$ cat config.mk
export PLATFORM = sky130hd
export DESIGN_NAME = cmp8_share_arb
export DESIGN_NICKNAME = d
export VERILOG_FILES = /design/src/rtl/cmp8_share_arb.sv
export SDC_FILE = /design/constraint.sdc
export NUM_CORES = 1
export LEC_CHECK = 0
export BUFFER_PORTS_ARGS = -buffer_cell sky130_fd_sc_hd__buf_4
export CAP_MARGIN = 20
export CORE_UTILIZATION = 47
export CTS_CLUSTER_SIZE = 40
export DETAILED_ROUTE_END_ITERATION = 16
export PLACE_DENSITY = 0.86
export SLEW_MARGIN = 40
export SYNTH_ARGS = -nofsm -noshare
export SYNTH_HDL_FRONTEND = slang
export SYNTH_HIERARCHICAL = 1
export SYNTH_SLANG_ARGS = --single-unit
$ cat constraint.sdc
create_clock -name clk -period 2.06 [get_ports clk]
set_input_delay 0.103 -clock clk [delete_from_list [all_inputs] [get_ports clk]]
set_output_delay 0.103 -clock clk [all_outputs]
set_load 0.01 [all_outputs]
$ cat src/rtl/cmp8_share_arb.sv
// rtl/cmp8_share_arb.sv - round-robin arbiter sharing one cmp8 comparator among N requesters
//
// Purpose: grants one of N requesters at a time, registers its operand pair into a
// single shared unsigned 8-bit comparator, captures the lt/eq/gt flags and returns
// them tagged with the requester index over a valid/ready response channel.
//
// Ports:
//   clk        system clock, rising edge
//   reset      asynchronous, active-high reset
//   req_valid  [N]    per-requester operand pair present
//   req_a      [8*N]  operand A of requester r at [8r+7:8r]
//   req_b      [8*N]  operand B of requester r at [8r+7:8r]
//   req_ready  [N]    one-hot grant, only ever high in IDLE
//   rsp_valid         response held on rsp_*
//   rsp_ready         consumer takes the response
//   rsp_id     [IW]   owner of the response
//   rsp_lt/eq/gt      comparison result flags, exactly one set while rsp_valid
//   busy              state is not IDLE

module cmp8 (
   input  logic [7:0] a,
   input  logic [7:0] b,
   output logic       lt,
   output logic       eq,
   output logic       gt
);

   assign lt = (a < b);
   assign eq = (a == b);
   assign gt = (a > b);

endmodule

module cmp8_share_arb #(
   parameter int N  = 4,
   parameter int IW = 2
) (
   input  logic           clk,
   input  logic           reset,
   input  logic [N-1:0]   req_valid,
   input  logic [8*N-1:0] req_a,
   input  logic [8*N-1:0] req_b,
   output logic [N-1:0]   req_ready,
   output logic           rsp_valid,
   input  logic           rsp_ready,
   output logic [IW-1:0]  rsp_id,
   output logic           rsp_lt,
   output logic           rsp_eq,
   output logic           rsp_gt,
   output logic           busy
);

   typedef enum logic [1:0] {
      IDLE = 2'd0,
      CMP  = 2'd1,
      RESP = 2'd2
   } state_t;

   state_t        state;
   state_t        state_nx;
   logic [IW-1:0] ptr;
   logic [IW-1:0] id_q;
   logic [7:0]    op_a;
   logic [7:0]    op_b;
   logic [IW-1:0] win_id;
   logic          win_found;
   logic [N-1:0]  grant;
   logic          accept;
   logic          c_lt;
   logic          c_eq;
   logic          c_gt;

   // (base + off) mod N for off in 0..N-1; works for non-power-of-two N
   function automatic logic [IW-1:0] wrap_add(input logic [IW-1:0] base, input int off);
      int s;
      s = int'(base) + off;
      if (s >= N) s = s - N;
      return s[IW-1:0];
   endfunction

   // First valid requester starting at ptr; ptr itself has top priority
   always_comb begin
      win_found = 1'b0;
      win_id    = '0;
      for (int i = 0; i < N; i++) begin
         if (!win_found && req_valid[wrap_add(ptr, i)]) begin
            win_found = 1'b1;
            win_id    = wrap_add(ptr, i);
         end
      end
   end

   // Grant is gated by reset so req_ready reads zero for the whole reset pulse
   always_comb begin
      grant = '0;
      if (state == IDLE && !reset && win_found)
         grant[win_id] = 1'b1;
   end

   assign req_ready = grant;
   assign accept    = |(req_valid & grant);
   assign busy      = (state != IDLE);

   // Comparator only ever sees registered operands
   cmp8 u_cmp8 (
      .a  (op_a),
      .b  (op_b),
      .lt (c_lt),
      .eq (c_eq),
      .gt (c_gt)
   );

   always_comb begin
      state_nx = state;
      case (state)
         IDLE:    if (accept) state_nx = CMP;
         CMP:     state_nx = RESP;
         RESP:    if (rsp_ready) state_nx = IDLE;
         default: state_nx = IDLE;
      endcase
   end

   always_ff @(posedge clk or posedge reset) begin
      if (reset) begin
         state     <= IDLE;
         ptr       <= '0;
         id_q      <= '0;
         op_a      <= '0;
         op_b      <= '0;
         rsp_valid <= 1'b0;
         rsp_id    <= '0;
         rsp_lt    <= 1'b0;
         rsp_eq    <= 1'b0;
         rsp_gt    <= 1'b0;
      end else begin
         state <= state_nx;
         case (state)
            IDLE: begin
               if (accept) begin
                  op_a <= req_a[int'(win_id)*8 +: 8];
                  op_b <= req_b[int'(win_id)*8 +: 8];
                  id_q <= win_id;
               end
            end
            CMP: begin
               rsp_lt    <= c_lt;
               rsp_eq    <= c_eq;
               rsp_gt    <= c_gt;
               rsp_id    <= id_q;
               rsp_valid <= 1'b1;
            end
            RESP: begin
               // Served requester drops to lowest priority
               if (rsp_ready) begin
                  rsp_valid <= 1'b0;
                  ptr       <= wrap_add(rsp_id, 1);
               end
            end
            default: ;
         endcase
      end
   end

endmodule

* After elaboration in Yosys (flattened, before gate mapping)
Cells that the tools add are included. W data, S select, Z words.
Operators by class: add/sub/neg operators 9, multiply operators 0, div/mod/pow operators 0, $lt $le $gt $ge 13, equal/unequal tests 5, shifts and indexed selects 2, mux-type cells 29, bitwise logic cells 1, reduce and logical (&&, ||, !) cells 18
Operators by type and width (number):
- $shiftx A32 B6 Y8 | 2
- $mux W2 | 11
- $lt A2 B3 Y1 const B | 5
- $ge A3 B3 Y1 const B | 4
- $mux W1 | 10
- $sub A2 B1 Y2 const B | 5
- $bmux W1 S2 | 4
- $eq A8 B8 Y1 | 1
- $gt A8 B8 Y1 | 1
- $lt A8 B8 Y1 | 1
- $reduce_and A2 Y1 | 4
- $add A2 B1 Y3 const B | 2
- $add A2 B2 Y3 const B | 2
- $logic_and A1 B1 Y1 | 6
- $pmux W2 S3 | 1
- $and A4 B4 Y4 | 1
- $logic_not A1 Y1 | 4
- $mux W4 | 1
- $ne A2 B2 Y1 const B | 2
- $reduce_bool A2 Y1 | 2
- $reduce_or A4 Y1 | 1
- $ge A2 B3 Y1 const B | 1
- $demux W1 S2 | 1
- $eq A2 B1 Y1 const B | 1
- other kinds (4) | 4
Word-level totals: register bits 28, bits in latches 0, RAM bits 0, memory bits (read-only) 0, bits of input ports 71, output and inout bits 11, memories 0

* Logic depth before layout (Yosys ltp)
Gate-level depths: netlist of run 1.
depth in word-level cells 23, mapped depth 8, mapped depth without buffers 8

* Cells and area by module
The synthesis of run 1 kept the hierarchy.
By module, submodules not included:
- cmp8_share_arb | times used 1, cells an instance 155, area an instance 1627.8 sq um, sequential area each 700.7 sq um
- cmp8 | times used 1, cells an instance 29, area an instance 225.2 sq um, sequential area each 0.0 sq um

* Least setup slack after synthesis of run 1
Ideal clock, no wire load.
path type reg2reg, start reg state[1], end reg op_a[4], arrival 1.781 ns, slack 0.193 ns, stages on the path, launching flop included 7, clock period less this slack 1.867 ns, cells stage by stage dfrtp_1 or2_1 or3_4 or3_1 buf_6 buf_6 o221ai_2
Between the ends: word-level cells in the longest chain between the ends 7
RTL lines:
- start: declaration | line 59 | state_t state;
- start signal: assignment | line 136 | state <= state_nx;
- $logic_not A2 Y1 (*) | line 96, 137
- $logic_and A1 B1 Y1 (2 in a row) | line 96 | if (state == IDLE && !reset && win_found)
- $mux W4 | line 96
- $and A4 B4 Y4 | line 101 | assign accept = |(req_valid & grant);
- $reduce_or A4 Y1 | line 101
- $reduce_and A2 Y1 (no line) (*)
- end signal: assignment | line 140 | op_a <= req_a[int'(win_id)*8 +: 8];
- end: declaration | line 63 | logic [7:0] op_a;
Every way passes the cells marked *; elsewhere a longest branch is shown, timed or not. A chain may end at the register's enable or synchronous reset.

* Worst setup path in the final report of run 1
start reg state[0], end out req_ready[2]
Between the ends: word-level cells in the longest chain between the ends 4
RTL lines:
- $logic_not A2 Y1 | line 96
- $logic_and A1 B1 Y1 (2 in a row) | line 96
- $mux W4 | line 96
- end: declaration | line 43 | output logic [N-1:0] req_ready,
No other way between the ends.

==> results of run 1 <==
-- stage by stage --
stage          hold slack [ns]  util, %  power [mW]  setup TNS (ns)
2_1_floorplan           0.1684        -       2.159               0
3_3_place_gp            0.1388    69.23       2.653               0
3_5_place_dp            0.1467    69.23       2.699               0
4_1_cts                0.05099    71.99       3.109       -0.003793
5_1_grt                0.08444    73.43       3.447        -0.08498
6_report               0.06552    73.43       3.199               0
-- cells in the mapped netlist --
library cell and n:
nand2_1 38, mux2i_1 33, dfrtp_1 28, inv_1 12, o221ai_2 9, ha_1 8, o221ai_1 8, a21oi_1 6
nor2b_1 4, o21ai_0 4, buf_4 3, nand2b_1 3, nor2_1 3, buf_2 2, buf_6 2, clkbuf_1 2
nor4_1 2, a21boi_0 1, a21o_1 1, a21oi_2 1, a311oi_1 1, nand3b_1 1, nand4_1 1, nand4_2 1
nor2b_4 1, o211ai_2 1, o21a_1 1, o21ai_1 1, o21ba_1 1, or2_1 1, or3_1 1, or3_4 1
or3b_2 1, xnor2_1 1
-- state kept, by name (all words and copies together) (netlist names) --
register	count
op_a	8
op_b	8
id_q	2
ptr	2
rsp_id	2
state	2
rsp_eq	1
rsp_gt	1
rsp_lt	1
rsp_valid	1
-- power by group --
| part | internal (mW) | switching, mW |
|---|---|---|
| logic | 0.960 | 0.920 |
| clock network | 0.171 | 0.169 |
| registers | 0.801 | 0.178 |
| total | 1.93 | 1.27 |
-- worst paths after layout --
kind                            cells past startpoint           end  slack, ns
worst min-delay path                                2      state[1]       0.07
min in group asynchronous                           3       op_a[0]       0.42
worst min register to register                      2        rsp_gt       0.49
worst max-delay path                                5  req_ready[2]      0.004
worst max register to register                      6       op_a[3]       0.04
max in group asynchronous                           4       op_a[6]       1.04
-- layout make-up --
type / instances / share of cell area, %
Sequential cell: 28 / 25.68
Tap cell: 48 / 2.201
Clock buffer: 4 / 2.017
Inverter: 12 / 1.651
Multi-Input combinational cell: 135 / 40.03
Timing Repair Buffer: 98 / 28.43
-- what timing repair did --
| action | 4_1_cts | 5_1_grt |
|---|---|---|
| hold buffers | 1 | 0 |
| setup buffers | 4 | 3 |
| resized for setup | 3 | 3 |
| hold endpoints to repair | 11 | 0 |
| setup endpoints to repair | 3 | 7 |
| pin swaps | 2 | 1 |
-- metal layers --
layer | global-route usage, % | routed length (µm) | vias to the layer above
met2 | 41.80 | 2547 | 69
met3 | 3.697 | 236 | 16
met1 | 25.41 | 1799 | 826
met4 | 6.667 | 139 | 0
li1 | - | - | 847
met5 | 0 | 0 | -
-- logic make-up after synthesis --
| group | count (synthesis) | synth area share [%] |
|---|---|---|
| simple gates | 58 | 15.26 |
| compound gates | 35 | 17.42 |
| mux | 33 | 17.83 |
| flops | 28 | 37.81 |
| buf+inv | 21 | 5.807 |
| fa+ha+maj | 8 | 5.402 |
| xor+xnor | 1 | 0.4727 |
==> results.txt, run 1 <==
----------------------------------------------------
[Die]
  Number of primary I/O pins ... between 80 and 90
  Die width ... roughly 65 µm
  Number of rows created at floorplan ... 22
  Die Y-Extent ... between 60 and 70 µm
  Die outline area ... approximately 4200 µm²
  Starting Density ... 49.87%
  Core outline area ... 3716 µm²

[Finish]
  Final non-filler cell area ... 2729 µm²
  Area delta synth->final ... 47.27%
  Total inserted antenna cells ... 0
  Non-filler cells, final ... between 300 and 400
  FF+latch area ... about 700 µm²
  Share of cells above drive strength 1 ... between 40% and 50%
  Most frequent cells in the layout ... buf_4, nand2_1, mux2i_1, dfrtp_1, inv_1
  Number of fill cells ... 283
  Net total in the final layout ... 357
  Most frequent standard cell in the layout excluding fill and tap cells ... buf_4
  Multi-input combinational cell area ... about 1100 µm²

[Yosys]
  Post-synthesis cell type count ... 34
  Area share of the leading cell type in the synthesized netlist ... around 38%
  Post-synth design cell area ... 1853 µm²
  Avg Cell Area, Syn ... between 10 and 15 µm²
  Synth top area cells ... dfrtp_1, mux2i_1, nand2_1
  Syn_nets ... roughly 260
  Flops & latches, synth ... 28
  Sequential share of the synthesized area ... 37.81%
  Yosys warning total ... 6
  Cell type contributing the most total cell area after synthesis ... dfrtp_1
  Gate count of the mapped netlist ... roughly 180

[STA]
  Worst clock skew ... ~0.0014 ns
  Share of the cycle needed by the critical path after routing ... 99.78%
  Final Max Tran Viols ... 0
  Measured slew at the worst slew-check pin ... 0.5082 ns
  Fmax achieved ... 0.4865 GHz
  Rel. slew slack ... between 60% and 70%
  RSZ-0062 raised after global routing ... true
  Final worst path period need ... between 2 and 2.5 ns
  Final setup viols ... 0
  Final setup margin ... roughly 0.0045 ns
  Count of final hold-check violations ... 0

[Placement]
  Number of port buffers ... 81
  Half-perimeter wire length of the detailed placement result ... roughly 3400 µm
  Weighted congestion reported at the end of routability-driven placement ... 0.8754
  Worst-case setup slack after placement ... 0.1244 ns
  Dpl cell area ... 2572 µm²
  Placed insts ... 313

[CTS]
  Largest buffer count on any clock path ... 2
  Worst-path clk slew ... 0.10 ns
  H-tree depth ... 1
  Skew-Pair Late Insertion Delay ... between 0.2 and 0.3 ns
  Cell at the root of the clock tree ... clkbuf_8
  CTS tree ... built
  Clock Sink Count ... 28
  CTS buffer count ... 3

[Setup path]
  Startpoint of the most critical setup path ... state[0]
  Largest stage delay, worst path ... a little over 0.4 ns
  Data arrival at the endpoint of the critical path ... between 1.5 and 2 ns
  List of cells traversed by the critical path ... or2_1 > or3_4 > or3_4 > nor2b_4 > buf_4
  Critical path start-end classification ... flip-flop to output port
  Startpoint of the worst register-to-register path ... state[0]
  Critical Path End Type ... output port
  Nature of the critical path startpoint ... flip-flop
  Critical path's most frequent cell ... or3_4
  Critical-path maximum fanout ... 6
  Combined buffer and inverter count along the critical path ... 1
  Library cell contributing the largest single delay on the critical path ... or3_4
  Critical Path RT ... between 1.5 and 2 ns
  CP top delay family ... simple AND/OR/NAND/NOR gates

[Power]
  Leakage dissipation ... ~1.4 nW
  Power density cells ... 1172 nW/µm²
  Worst supply voltage drop on vdd ... approximately 0.00051 V

[Global routing]
  Global-route wire length before repair ... roughly 7300 µm
  Global route total overflow ... 0
  Number of global-route vias before repair ... 1709
  Pin count of the biggest net entering global routing ... 19
  All-Layer GR Usage ... 22.30%
  Initial antenna violation count ... 0

[Route]
  Residual DRC ... 0
  Post-DRT Antenna Nets ... 0
  Routed via count divided by cell count ... between 5 and 6
  Vias after detailed routing ... around 1800
  Wire length per cell ... 14.53 µm
  Detailed Routing Iterations Pass 1 ... 4
  Total wire length after detailed routing ... ~4700 µm
  Initial DRC count ... 152

[Worst hold path]
  Worst Min Path Start ... rsp_ready
  Class of the most critical hold timing path ... input port to flip-flop

[Outcome]
  Outcome ... completed

[Run]
  Max_cap viols ... 0

----------------------------------------------------
Note: power is estimated with default switching activity, not from simulation.
==> run 2: changes to the inputs <==
- CORE_UTILIZATION: 47 -> 43
- PLACE_DENSITY: 0.86 -> 0.83
- clock period: 2.06 -> 1.8 ns (I/O delays scaled with it)
==> run 2 against run 1 <==
  * The run now ends with negative setup slack left
  * Sequential share of layout area is 1.3 points lower
  * Sequential cell count stayed put
  * Non-clock buffer count is 3 higher
  * Clock skew is 0.0011 ns higher
  * Register-to-register slack worse by 0.23 ns
  * Via count is 0.17% higher
  * Die area is 9.0% higher
  * Count of clock-buffer cells in the layout is 1 lower
  * Sequential power is 14% higher
  * Wire length is 7.0% higher
  * Critical endpoint unchanged
  * Highest routed layer unchanged
==> results.txt, run 2 (synthesized netlist as in run 1, its figures left out) <==
----------------------------------------------------
[Route]
  Residual DRC ... 0 (unchanged)
  Routed via count divided by cell count ... 5.336 (-1.3%)
  Wire length per cell ... 15.31 µm (+5.4%)
  Initial DRC count ... 75 (-51%)
  Vias after detailed routing ... 1761 (+0.17%)
  Detailed Routing Iterations Pass 1 ... 4 (unchanged)
  Post-DRT Antenna Nets ... 0 (unchanged)
  Total wire length after detailed routing ... 5053 µm (+7.0%)

[Setup path]
  Library cell contributing the largest single delay on the critical path ... dfrtp_1
  List of cells traversed by the critical path ... or2_4 > or3_4 > or3_4 > buf_6 > nor2b_2 > buf_4
  CP top delay family ... simple AND/OR/NAND/NOR gates
  Critical Path End Type ... output port
  Critical-path maximum fanout ... 2 (-4)
  Data arrival at the endpoint of the critical path ... 1.96 ns (about the same)
  Nature of the critical path startpoint ... flip-flop
  Critical path's most frequent cell ... or3_4
  Critical path start-end classification ... flip-flop to output port
  Combined buffer and inverter count along the critical path ... 2 (+1)
  Largest stage delay, worst path ... 0.40 ns (about the same)
  Critical Path RT ... 1.71 ns (-0.25 ns)

[Global routing]
  All-Layer GR Usage ... 21.27% (-1.0 points)
  Pin count of the biggest net entering global routing ... 29 (+10)
  Global route total overflow ... 0 (unchanged)
  Global-route wire length before repair ... 7148 µm (-1.9%)
  Number of global-route vias before repair ... 1669 (-2.3%)
  Initial antenna violation count ... 0 (unchanged)

[Die]
  Die outline area ... 4576 µm² (+9.0%)
  Number of rows created at floorplan ... 23 (+4.5%)
  Die Y-Extent ... 67.65 µm (+4.4%)
  Die width ... 67.65 µm (+4.4%)
  Core outline area ... 4058 µm² (+9.2%)
  Starting Density ... 45.67% (-4.2 points)
  Number of primary I/O pins ... 82 (unchanged)

[Outcome]
  Violated checks ... negative setup slack
  Outcome ... finished, violations left

[CTS]
  Worst-path clk slew ... 0.10 ns (about the same)
  H-tree depth ... 1 (unchanged)
  Clock Sink Count ... 28 (unchanged)
  Cell at the root of the clock tree ... clkbuf_8
  Largest buffer count on any clock path ... 2 (unchanged)
  CTS tree ... built
  CTS buffer count ... 3 (unchanged)
  Skew-Pair Late Insertion Delay ... 0.28 ns (about the same)

[Power]
  Share of power burned in registers ... 28.0% (-2.6 points)
  Post-layout power ... 3.988 mW (+25%)
  Switching power share of the total ... 38.93% (-0.68 points)
  Power density cells ... 1385 nW/µm² (+18%)
  Cell Int Power ... 2.436 mW (+26%)
  Fraction of power consumed by combinational cells ... 59.3% (+0.5 points)
  Part of the total power dissipated in the clock network ... 12.6% (+2.0 points)
  Worst supply voltage drop on vdd ... 0.0005214 V (+2.0%)
  Total net switching power ... 1.552 mW (+23%)
  Leakage dissipation ... 1.470 nW (+2.7%)

[STA]
  Worst slack on hold paths ... 0.01174 ns (-0.05378 ns)
  Final worst path period need ... roughly 2 ns
  Share of the cycle needed by the critical path after routing ... 114.0%
  Count of final hold-check violations ... 0 (unchanged)
  Final setup viols ... 13 (+13)
  Fmax achieved ... around 0.49 GHz
  Final setup margin ... -0.2517 ns (-0.2562 ns)
  Measured slew at the worst slew-check pin ... 0.5338 ns (+0.02558 ns)
  Rel. slew slack ... 64.42% (-1.7 points)
  Final Max Tran Viols ... 0 (unchanged)
  Total Neg Setup Slack ... -2.277 ns (-2.277 ns)
  Worst clock skew ... 0.002565 ns (+0.001141 ns)
  RSZ-0062 raised after global routing ... true

[Finish]
  Largest regs ... op_a (8), op_b (8)
  Total inserted antenna cells ... 0 (unchanged)
  Share of cells above drive strength 1 ... 48.57% (+4.9 points)
  Final non-filler cell area ... 2880 µm² (+5.5%)
  Non-filler cells, final ... 330 (+1.5%)
  Area delta synth->final ... 55.44%
  Number of fill cells ... 300 (+6.0%)
  Net total in the final layout ... 360 (+0.84%)
  Most frequent standard cell in the layout excluding fill and tap cells ... buf_4
  Most frequent cells in the layout ... buf_4, nand2_1, mux2i_1, dfrtp_1, o221ai_2

[Worst hold path]
  Class of the most critical hold timing path ... input port to flip-flop

[Placement]
  Weighted congestion reported at the end of routability-driven placement ... 0.7900 (-9.8%)
  Half-perimeter wire length of the detailed placement result ... 3525 µm (+2.4%)
  Placed insts ... 318 (+1.6%)
  Dpl cell area ... 2600 µm² (+1.1%)
  Number of port buffers ... 81 (unchanged)

[Run]
  Max_cap viols ... 0 (unchanged)

----------------------------------------------------
-- run 2: changes by cell type in the layout (fill, tap and decap cells not counted), moves of 3 or more --
cell | before | now
o221ai_1 | 7 | 0
mux2i_2 | 0 | 3
buf_4 | 94 | 91
mux2i_1 | 33 | 30
buf_6 | 0 | 4
o221ai_2 | 9 | 15
-- run 2: what timing repair did --
action | in CTS | in global routing
pin swaps | 0 | 2
setup buffers | 1 | 6
endpoints found under the hold margin | 28 | 0
gates resized for setup | 4 | 20
gates cloned | 0 | 1
hold buffers | 1 | 0
setup endpoints to repair | 20 | 20
-- run 2: power groups by stage --
stage | combinational (mW) | sequential, mW | clock [mW]
final | 2.37 | 1.12 | 0.503
after global routing | 2.59 | 1.15 | 0.533
after CTS | 2.09 | 1.12 | 0.510
after detailed placement | 2.05 | 1.12 | 0
after global placement | 1.96 | 1.12 | 0
after floorplan | 1.39 | 1.11 | 0
-- run 2: routing by layer --
layer	track usage (%)	routed length, µm	part of all wire (%)
met5	0	0	0
met4	10.11	122	2.4
met3	3.041	314	6.2
met2	36.26	2593	51
met1	26.07	2023	40
-- run 2: layout make-up --
class / instances / area [µm²] / share of cell area, %
Sequential cell: 28 / 700.7 / 24.33
Tap cell: 50 / 62.56 / 2.172
Clock buffer: 3 / 41.29 / 1.434
Inverter: 12 / 45.04 / 1.564
Clock inverter: 1 / 30.03 / 1.043
Multi-Input combinational cell: 135 / 1162 / 40.36
Timing Repair Buffer: 101 / 838.3 / 29.11
-- run 2: per-stage QoR --
step | util (%) | worst slack (ns)
after CTS | 66.79 | -0.2361
after global routing | 70.98 | -0.3027
after detailed placement | 64.08 | -0.02202
after floorplan | - | -0.006876
final | 70.98 | -0.2517
after global placement | 64.08 | 0.03722
-- run 2: final timing paths --
check	from	end	slack (ns)	depth (start not counted)
setup / recovery	state[1]	req_ready[2]	-0.25	6
hold / removal	rsp_ready	state[1]	0.01	2
min in group asynchronous	reset	rsp_valid	0.44	4
setup reg to reg	state[1]	op_b[4]	-0.19	7
hold reg to reg	id_q[1]	rsp_id[1]	0.48	2
max in group asynchronous	reset	op_b[7]	1.09	4
==> run 3: changes to the inputs <==
- CORE_UTILIZATION: 43 -> 40
- HOLD_SLACK_MARGIN: unset -> 0.06
- PLACE_DENSITY: 0.83 -> 0.78
==> run 3 against run 2 <==
  * The flow still finishes with violations (negative setup slack)
  * Register-to-register slack gained 0.10 ns
  * Sequential cell count stayed put
  * Largest cell class unchanged
  * Clock power down 32%
  * First-iteration DRC count up 35%
  * Cell count increased by 3.0%
  * Highest routed layer unchanged
  * Global-route usage fell by 1.4 points
==> results.txt, run 3 (synthesized netlist as in run 1, its figures left out) <==
----------------------------------------------------
[Outcome]
  Outcome ... finished, violations left
  Violated checks ... negative setup slack

[Finish]
  Net total in the final layout ... 369 (+2.5%)
  Number of fill cells ... 304 (+1.3%)
  Total inserted antenna cells ... 0 (unchanged)
  Most frequent standard cell in the layout excluding fill and tap cells ... buf_4
  Most frequent cells in the layout ... buf_4, nand2_1, dfrtp_1, o221ai_2, mux2i_1
  Share of cells above drive strength 1 ... 56.25% (+7.7 points)
  Area delta synth->final ... 73.19%
  Largest regs ... op_a (8), op_b (8)

[Worst hold path]
  Worst Min Path Start ... req_a[24]
  Hold-critical path endpoint ... op_a[0]
  Worst hold stages ... 3 (+1)
  Class of the most critical hold timing path ... input port to flip-flop

[Power]
  Share of power burned in registers ... 25.8% (-2.2 points)
  Post-layout power ... 4.344 mW (+8.9%)
  Leakage dissipation ... 1.513 nW (+2.9%)
  Total net switching power ... 1.707 mW (+9.9%)
  Fraction of power consumed by combinational cells ... 66.4% (+7.1 points)
  Power density cells ... 1354 nW/µm² (-2.2%)
  Cell Int Power ... 2.637 mW (+8.3%)
  Part of the total power dissipated in the clock network ... 7.9% (-4.7 points)
  Worst supply voltage drop on vdd ... 0.0006283 V (+21%)
  Switching power share of the total ... 39.29% (+0.36 points)

[STA]
  Final Max Tran Viols ... 0 (unchanged)
  RSZ-0062 raised after global routing ... true
  Share of the cycle needed by the critical path after routing ... 113.5% (-0.47 points)
  Final setup margin ... -0.2433 ns (+0.008403 ns)
  Count of final hold-check violations ... 0 (unchanged)
  Fmax achieved ... 0.4894 GHz (+0.41%)
  Worst clock skew ... 0.008088 ns (+0.005522 ns)
  Rel. slew slack ... 61.56% (-2.9 points)
  Final setup viols ... 20 (+7)
  Measured slew at the worst slew-check pin ... 0.5765 ns (+0.04276 ns)
  Final worst path period need ... 2.043 ns (-0.008403 ns)

[Setup path]
  Data arrival at the endpoint of the critical path ... 1.95 ns (about the same)
  Nature of the critical path startpoint ... flip-flop
  Worst reg2reg endpoint ... op_a[6]
  Critical Path End Type ... output port
  Critical path start-end classification ... flip-flop to output port
  Critical Path RT ... 1.71 ns (about the same)
  Critical-path maximum fanout ... 3 (+1)
  Startpoint of the most critical setup path ... state[1]
  R2r worst-path depth ... 6 (-1)
  Startpoint of the worst register-to-register path ... state[1]
  Reg-to-reg setup timing slack ... -0.09 ns (+0.10 ns)

[Die]
  Die width ... 70.06 µm (+3.6%)
  Number of rows created at floorplan ... 24 (+4.3%)
  Die Y-Extent ... 70.06 µm (+3.6%)
  Number of primary I/O pins ... 82 (unchanged)
  Core outline area ... 4414 µm² (+8.8%)
  Die outline area ... 4908 µm² (+7.3%)
  Starting Density ... 41.98% (-3.7 points)

[Placement]
  Worst-case setup slack after placement ... -0.03992 ns (-0.01790 ns)
  Number of port buffers ... 81 (unchanged)
  Half-perimeter wire length of the detailed placement result ... 3374 µm (-4.3%)
  Weighted congestion reported at the end of routability-driven placement ... 0.7682 (-2.8%)

[CTS]
  H-tree depth ... 1 (unchanged)
  CTS tree ... built
  Largest buffer count on any clock path ... 2 (unchanged)
  Cell at the root of the clock tree ... clkbuf_8
  Clock Sink Count ... 28 (unchanged)
  Worst-path clk slew ... 0.09 ns (about the same)
  Skew-Pair Late Insertion Delay ... 0.28 ns (about the same)
  CTS buffer count ... 3 (unchanged)

[Global routing]
  Initial antenna violation count ... 0 (unchanged)
  Global route total overflow ... 0 (unchanged)
  Global-route wire length before repair ... 7755 µm (+8.5%)
  All-Layer GR Usage ... 19.91% (-1.4 points)
  Pin count of the biggest net entering global routing ... 29 (unchanged)
  Number of global-route vias before repair ... 1847 (+11%)

[Route]
  Detail Route met2 WL ... 3207 µm (+24%)
  Detailed Routing Iterations Pass 1 ... 4 (unchanged)
  Initial DRC count ... 101 (+35%)
  Highest metal used ... met4
  Vias after detailed routing ... 1821 (+3.4%)
  Wire length per cell ... 16.45 µm (+7.4%)
  Residual DRC ... 0 (unchanged)
  Routed via count divided by cell count ... 5.356 (+0.37%)
  Post-DRT Antenna Nets ... 0 (unchanged)
  Total wire length after detailed routing ... 5592 µm (+11%)
  Met3 wire len ... 192 µm (-39%)
  Metal1 wirelength ... 2098 µm (+3.7%)

[Run]
  Max_cap viols ... 0 (unchanged)

----------------------------------------------------
## run 3: power groups by stage
| stage | combinational [mW] | clock (mW) | sequential [mW] |
|---|---|---|---|
| 2_1_floorplan | 1.39 | 0 | 1.11 |
| 3_3_place_gp | 1.97 | 0 | 1.11 |
| 3_5_place_dp | 2.02 | 0 | 1.12 |
| 4_1_cts | 2.22 | 0.347 | 1.12 |
| 5_1_grt | 3.10 | 0.379 | 1.16 |
| 6_report | 2.88 | 0.342 | 1.12 |
## run 3: worst max path at each step
stage,endpoint,cells after the start,slack (ns)
after floorplan,op_a[4],6,-0.007
after global placement,op_a[5],5,0.02
after detailed placement,op_a[2],7,-0.04
after CTS,req_ready[3],5,-0.17
after global routing,req_ready[2],5,-0.27
final,req_ready[2],5,-0.24
## run 3: worst max-delay path, stage by stage, from the launching register on
cell     delay, ns
dfrtp_1       0.40
or2_4         0.26
or3_4         0.36
or3_4         0.36
nor2b_1       0.15
buf_4         0.14
## run 3: through the flow
stage	util (%)	cell area [µm²]	std cells	setup TNS [ns]	hold WS [ns]
finish	72.70	3209	340	-1.674	0.1172
CTS	63.44	2800	329	-0.7231	0.1208
detailed placement	59.13	2610	321	-0.1315	0.1904
floorplan	-	1866	184	-0.06188	0.1554
global route	72.70	3209	340	-2.552	0.1207
global placement	59.13	2610	321	0	0.1852
## run 3: timing repair
item,CTS,global route
endpoints found under the setup margin,20,20
resized for setup,22,47
setup buffers,2,7
hold buffers,2,0
endpoints found under the hold margin,29,0
pin swaps,2,5
cloned,1,4
## run 3: area by class of cell
type	instances	area (µm²)	share of cell area (%)
Inverter	12	45.04	1.404
Sequential cell	28	700.7	21.83
Clock buffer	3	41.29	1.287
Tap cell	52	65.06	2.027
Multi-Input combinational cell	135	1366	42.57
Timing Repair Buffer	110	991.0	30.88
## run 3: layer usage
layer  up-vias  track usage [%]
met5         -                0
met4         0            8.444
met3         8            3.896
met2        51            37.93
met1       887            21.00
li1        875                -
